==> config.mk <==
export PLATFORM = sky130hd
export DESIGN_NAME = uart_rx_core
export DESIGN_NICKNAME = d
export VERILOG_FILES = /design/src/rtl/uart_pkg.sv /design/src/rtl/uart_baud_tick.sv /design/src/rtl/uart_rx_core.sv
export SDC_FILE = /design/constraint.sdc
export NUM_CORES = 1
export LEC_CHECK = 0
export CAP_MARGIN = 0
export CORE_MARGIN = 2
export CORE_UTILIZATION = 56
export DETAILED_ROUTE_END_ITERATION = 10
export GPL_ROUTABILITY_DRIVEN = 0
export PLACE_DENSITY = 0.83
export SYNTH_ARGS = -nofsm -noshare
export SYNTH_HDL_FRONTEND = slang
export SYNTH_HIERARCHICAL = 1
export SYNTH_SLANG_ARGS = --single-unit
==> constraint.sdc <==
create_clock -name clk -period 2.5 [get_ports clk]
set_input_delay 0.25 -clock clk [delete_from_list [all_inputs] [get_ports clk]]
set_output_delay 0.25 -clock clk [all_outputs]
set_load 0.02 [all_outputs]
==> src/rtl/uart_pkg.sv <==
`timescale 1ns/1ps
// Shared constants, state encodings and helpers for the 16x oversampling UART receiver.
package uart_pkg;

    // Oversampling geometry: 16 samples per bit, vote on samples 7/8/9.
    localparam int          OVS       = 16;
    localparam int          S_W       = $clog2(OVS);
    localparam logic [3:0]  VOTE_S0   = 4'd7;
    localparam logic [3:0]  VOTE_S1   = 4'd8;
    localparam logic [3:0]  VOTE_S2   = 4'd9;
    localparam logic [3:0]  LAST_S    = 4'd15;
    localparam int          DATA_BITS = 8;
    localparam logic [2:0]  LAST_IDX  = 3'd7;

    // Receiver FSM encoding.
    localparam logic [2:0]  ST_IDLE   = 3'd0;
    localparam logic [2:0]  ST_START  = 3'd1;
    localparam logic [2:0]  ST_DATA   = 3'd2;
    localparam logic [2:0]  ST_STOP   = 3'd3;
    localparam logic [2:0]  ST_BREAK  = 3'd4;

    typedef logic [2:0] uart_state_t;

    // 2-of-3 majority used to decide each bit value.
    function automatic logic maj3(input logic a, input logic b, input logic c);
        return (a & b) | (a & c) | (b & c);
    endfunction

endpackage

==> src/rtl/uart_baud_tick.sv <==
`timescale 1ns/1ps
// Oversample tick generator: counts 0..TICK_DIV-1 while enabled, held at 0 while cleared.
module uart_baud_tick #(
    parameter int TICK_DIV = 27
) (
    input  logic clk,
    input  logic rst_n,
    input  logic clr_i,
    output logic tick_o
);

    localparam int             CW   = (TICK_DIV > 1) ? $clog2(TICK_DIV) : 1;
    localparam logic [CW-1:0]  LAST = CW'(TICK_DIV - 1);

    logic [CW-1:0] cnt_q;
    logic [CW-1:0] cnt_d;

    // Next count: clear, wrap at the last phase, or advance.
    always_comb begin
        cnt_d = cnt_q;
        if (clr_i) begin
            cnt_d = '0;
        end else if (cnt_q == LAST) begin
            cnt_d = '0;
        end else begin
            cnt_d = cnt_q + CW'(1);
        end
    end

    assign tick_o = (!clr_i) && (cnt_q == LAST);

    // Divider counter register with synchronous active-low reset.
    always_ff @(posedge clk) begin
        if (!rst_n) begin
            cnt_q <= '0;
        end else begin
            cnt_q <= cnt_d;
        end
    end

endmodule

==> src/rtl/uart_rx_core.sv <==
`timescale 1ns/1ps
// 8N1 UART receiver: input synchroniser, 16x oversampling with 2-of-3 vote,
// framing FSM and a single-entry valid/ready holding register.
module uart_rx_core
    import uart_pkg::*;
#(
    parameter int TICK_DIV    = 27,
    parameter int SYNC_STAGES = 2
) (
    input  logic       clk,
    input  logic       rst_n,
    input  logic       rx_i,
    output logic [7:0] data_o,
    output logic       valid_o,
    input  logic       ready_i,
    output logic       frame_err_o,
    output logic       overrun_o,
    output logic       busy_o
);

    logic [SYNC_STAGES-1:0] sync_q, sync_d;
    uart_state_t            state_q, state_d;
    logic [S_W-1:0]         s_q, s_d;
    logic [2:0]             idx_q, idx_d;
    logic                   v7_q, v7_d, v8_q, v8_d;
    logic [DATA_BITS-1:0]   shift_q, shift_d;
    logic [DATA_BITS-1:0]   data_q, data_d;
    logic                   valid_q, valid_d;
    logic                   ferr_q, ferr_d;
    logic                   ovr_q, ovr_d;
    logic                   busy_q, busy_d;

    logic rx_s, tick_s, vote_s, vote_now_s, bit_done_s, deliver_s;

    assign rx_s   = sync_q[SYNC_STAGES-1];
    assign sync_d = {sync_q[SYNC_STAGES-2:0], rx_i};

    // The divider is parked at phase 0 while idle so ticks align to the start edge.
    uart_baud_tick #(.TICK_DIV(TICK_DIV)) u_baud (
        .clk    (clk),
        .rst_n  (rst_n),
        .clr_i  (state_q == ST_IDLE),
        .tick_o (tick_s)
    );

    assign vote_s     = maj3(v7_q, v8_q, rx_s);
    assign vote_now_s = tick_s && (s_q == VOTE_S2);
    assign bit_done_s = tick_s && (s_q == LAST_S);

    // Framing FSM, sample capture and holding-register update.
    always_comb begin
        state_d   = state_q;
        s_d       = s_q;
        idx_d     = idx_q;
        v7_d      = v7_q;
        v8_d      = v8_q;
        shift_d   = shift_q;
        data_d    = data_q;
        valid_d   = valid_q;
        ferr_d    = 1'b0;
        ovr_d     = 1'b0;
        deliver_s = 1'b0;

        if (tick_s) begin
            s_d = s_q + S_W'(1);
        end else begin
            s_d = s_q;
        end

        if (tick_s && (s_q == VOTE_S0)) begin
            v7_d = rx_s;
        end else begin
            v7_d = v7_q;
        end

        if (tick_s && (s_q == VOTE_S1)) begin
            v8_d = rx_s;
        end else begin
            v8_d = v8_q;
        end

        case (state_q)
            ST_IDLE: begin
                s_d   = '0;
                idx_d = 3'd0;
                if (!rx_s) begin
                    state_d = ST_START;
                end else begin
                    state_d = ST_IDLE;
                end
            end
            ST_START: begin
                if (vote_now_s && vote_s) begin
                    state_d = ST_IDLE;
                    s_d     = '0;
                end else if (bit_done_s) begin
                    state_d = ST_DATA;
                    idx_d   = 3'd0;
                end else begin
                    state_d = ST_START;
                end
            end
            ST_DATA: begin
                if (vote_now_s) begin
                    shift_d = {vote_s, shift_q[DATA_BITS-1:1]};
                end else begin
                    shift_d = shift_q;
                end
                if (bit_done_s) begin
                    if (idx_q == LAST_IDX) begin
                        state_d = ST_STOP;
                    end else begin
                        idx_d = idx_q + 3'd1;
                    end
                end else begin
                    state_d = ST_DATA;
                end
            end
            ST_STOP: begin
                if (vote_now_s) begin
                    s_d = '0;
                    if (vote_s) begin
                        deliver_s = 1'b1;
                        state_d   = ST_IDLE;
                    end else begin
                        ferr_d  = 1'b1;
                        state_d = ST_BREAK;
                    end
                end else begin
                    state_d = ST_STOP;
                end
            end
            ST_BREAK: begin
                if (rx_s) begin
                    state_d = ST_IDLE;
                    s_d     = '0;
                end else begin
                    state_d = ST_BREAK;
                end
            end
            default: begin
                state_d = ST_IDLE;
                s_d     = '0;
            end
        endcase

        // Single-entry holding register: accept, replace-on-accept, or drop with overrun.
        if (deliver_s) begin
            if (!valid_q || ready_i) begin
                data_d  = shift_q;
                valid_d = 1'b1;
            end else begin
                ovr_d = 1'b1;
            end
        end else if (valid_q && ready_i) begin
            valid_d = 1'b0;
        end else begin
            valid_d = valid_q;
        end

        busy_d = (state_d != ST_IDLE);
    end

    // State and output registers with synchronous active-low reset.
    always_ff @(posedge clk) begin
        if (!rst_n) begin
            sync_q  <= '1;
            state_q <= ST_IDLE;
            s_q     <= '0;
            idx_q   <= 3'd0;
            v7_q    <= 1'b1;
            v8_q    <= 1'b1;
            shift_q <= '0;
            data_q  <= '0;
            valid_q <= 1'b0;
            ferr_q  <= 1'b0;
            ovr_q   <= 1'b0;
            busy_q  <= 1'b0;
        end else begin
            sync_q  <= sync_d;
            state_q <= state_d;
            s_q     <= s_d;
            idx_q   <= idx_d;
            v7_q    <= v7_d;
            v8_q    <= v8_d;
            shift_q <= shift_d;
            data_q  <= data_d;
            valid_q <= valid_d;
            ferr_q  <= ferr_d;
            ovr_q   <= ovr_d;
            busy_q  <= busy_d;
        end
    end

    assign data_o      = data_q;
    assign valid_o     = valid_q;
    assign frame_err_o = ferr_q;
    assign overrun_o   = ovr_q;
    assign busy_o      = busy_q;

endmodule

==> summary.txt <==
Clock network
  – CTS Buf Count: 5
  – CTS root buffer: clkbuf_4
  – CTS Hold Bufs: 0
  – CTS tree: yes
  – Postcts setup bufs: 0
  – Post-CTS sizing: 0
  – CTS Sinks: 39
  – Worst skew pair latency: 0.35 ns
  – Clk slew on worst S/H paths: 0.11 ns
  – Htree depth: 2
  – CTS Buffer Depth: 2

Final layout
  – Area grow syn2layout: 14.4%
  – Non-filler cells, final: 251
  – NumNets Final: 217
  – Commonest non-fill, non-tap cell in the layout: dfxtp_1
  – Storage element area: 781 sq um
  – # diodes: 0
  – Most frequent cells in the layout: dfxtp_1 (39), nand2_1 (21), nand3_1 (19), clkdlybuf4s50_1 (15), nor2_1 (13)
  – Share of layout cells above drive strength 1: 0.121
  – Fill cells: 240
  – Multi-input gate area: 872 sq um

GRT
  – Largest net degree at the start of global routing: 30
  – Initial antenna violation count: 0
  – Global route overflow: 0
  – Vias in the first global route: 1287
  – Global-route wire length before repair: 5490 um
  – Total track usage: 0.208

Critical path
  – Crit path capture type: flop
  – CP max FO: 12
  – Worst setup path class: reg -> reg
  – Critical path's most frequent cell: nand2_1
  – Startpoint Class: flop
  – Critical Path Max Stage Delay: 0.59 ns
  – Worst Path Arrival: 2.33 ns
  – Slowest-stage cell, CP: dfxtp_1
  – CP top delay family: simple AND/OR/NAND/NOR gates
  – Critical-path cell list: nor3_1 > nor2_1 > and4b_1 > buf_4 > nand2_1 > nand2_1 > a21oi_1
  – Buf/Inv on CP: 1
  – Worst Path Required: 2.74 ns

Pwr
  – Max VDD drop: 0.587 mV
  – Leakage: 0.706 nW
  – Total Power: 0.00118 W
  – Pwr/cell area: 584 mW/mm^2

Synth
  – Post-Syn Area per Cell: 9.22 sq um
  – Syn nets: 202
  – Seq/Total Area, Yosys: 0.443
  – Post-synth ARST share: 0
  – Netlist cell types: 38
  – EDFF count, synth: 0
  – FF+latch count, synth: 39
  – Post-Syn Area: 0.00176 sq mm
  – Post-Synthesis Cells: 191
  – Ys flop type: dfxtp_1
  – Synth Warn #: 6

Run status
  – Status: finished, final reports clean

Routing
  – Via Count: 1366
  – WL final: 3230 um
  – Antenna Nets Post-Route: 0
  – TritonRoute pass-1 iters: 4
  – Via density: 5.44
  – Number of DRC markers in iteration 0: 64
  – Routed WL per cell: 12.9 um
  – DRC: 0

STA
  – Max-slew headroom: 0.714
  – Peak Freq: 478 MHz
  – Max-slew violation count: 0
  – Final hold vios: 0
  – Final TNS setup: 0 ns
  – Final-report setup violation count: 0
  – Slew @ Worst Pin: 0.428 ns
  – Worst setup margin: 0.407 ns
  – RSZ-0062 raised after global routing: false
  – Fin crit share: 0.837
  – Fin Hold WS: 0.437 ns
  – Minimum clock period: 2.09 ns
  – Skew final: 0.0145 ns

Flow run
  – Maxcap violations: 0

Die
  – IO Count: 16
  – Std cell rows: 20
  – Die W: 60.1 um
  – Initial core utilization: 0.582
  – Core ar.: 0.00303 sq mm
  – Die height: 60.1 um
  – Area of the die: 0.00361 sq mm

Min path
  – Hold crit path type: reg -> reg

Placed design
  – Pre-CTS setup slack: 0.468 ns
  – Cells after DPL: 243
  – HPWL Detailed: 2370 um
  – Buffers on Ports: 15
-- state kept, by name, indices dropped and copies added, names as in the netlist --
register / cells
valid_o: 1
u_baud/cnt_q: 5
idx_q: 3
busy_o: 1
s_q: 4
state_q: 3
shift_q: 8
data_o: 8
v8_q: 1
frame_err_o: 1
v7_q: 1
sync_q: 2
overrun_o: 1
-- synthesized netlist by cell type (3+ instances only) --
library cell | count | area [sq um]
buf_2 | 3 | 15.0
nor3_1 | 4 | 20.0
mux2i_1 | 3 | 30.0
nand4b_1 | 3 | 26.3
o211ai_1 | 3 | 22.5
o21ai_0 | 7 | 35.0
nand3_1 | 19 | 95.1
xor2_1 | 4 | 35.0
nand2b_1 | 8 | 50.1
ha_1 | 7 | 87.6
buf_6 | 4 | 45.0
dfxtp_1 | 39 | 781
nor2_1 | 13 | 48.8
o21ai_2 | 8 | 70.1
a21oi_1 | 11 | 55.1
nand2_1 | 21 | 78.8
inv_1 | 7 | 26.3
-- worst register-to-register path: cells and delay by family (launching register included) --
kind,cells,cell delay [ns]
buf+inv,1,0.23
flops,1,0.59
compound gates,1,0.07
simple gates,5,1.08
-- layer usage --
metal / GRT usage / routed length [um] / vias to the layer above
met5: 0 / 0 / -
met4: 0.108 / 55 / 0
met3: 0.0671 / 159 / 8
met2: 0.335 / 1550 / 32
met1: 0.245 / 1470 / 637
li1: - / - / 689
-- layout make-up --
class | instances | share of cell area
Sequential cell | 39 | 0.387
Clock inverter | 2 | 0.0298
Inverter | 7 | 0.0130
Tap cell | 44 | 0.0273
Timing Repair Buffer | 19 | 0.0894
Multi-Input combinational cell | 134 | 0.433
Clock buffer | 6 | 0.0205
-- logic make-up after synthesis --
kind of cell | synth area share
AND/OR/NAND/NOR | 0.260
flip-flops | 0.443
AO/OA/AOI/OAI | 0.132
buffers and inverters | 0.0618
adder cells (fa/ha/maj) | 0.0561
XOR/XNOR | 0.0298
multiplexers | 0.0170
-- final timing paths --
path	from	endpoint	slack, ns	depth (start not counted)
hold / removal	sync_q[0]	sync_q[1]	0.44	1
setup reg to reg	state_q[2]	shift_q[3]	0.41	7
hold reg to reg	sync_q[0]	sync_q[1]	0.44	1
setup / recovery	state_q[2]	shift_q[3]	0.41	7
-- metrics by stage --
stage / area [sq um] / utilization
2_1_floorplan: 1760 / -
3_3_place_gp: 1910 / 0.632
3_5_place_dp: 1910 / 0.632
4_1_cts: 2020 / 0.666
5_1_grt: 2020 / 0.666
6_report: 2020 / 0.666
-- where the power goes --
group          total (W)  internal, W  switching, W
sequential      0.000627     0.000625    0.00000247
clock           0.000511     0.000312      0.000199
combinational  0.0000389    0.0000152     0.0000237
total            0.00118     0.000952      0.000225
Power figures use the tool's default switching activity.
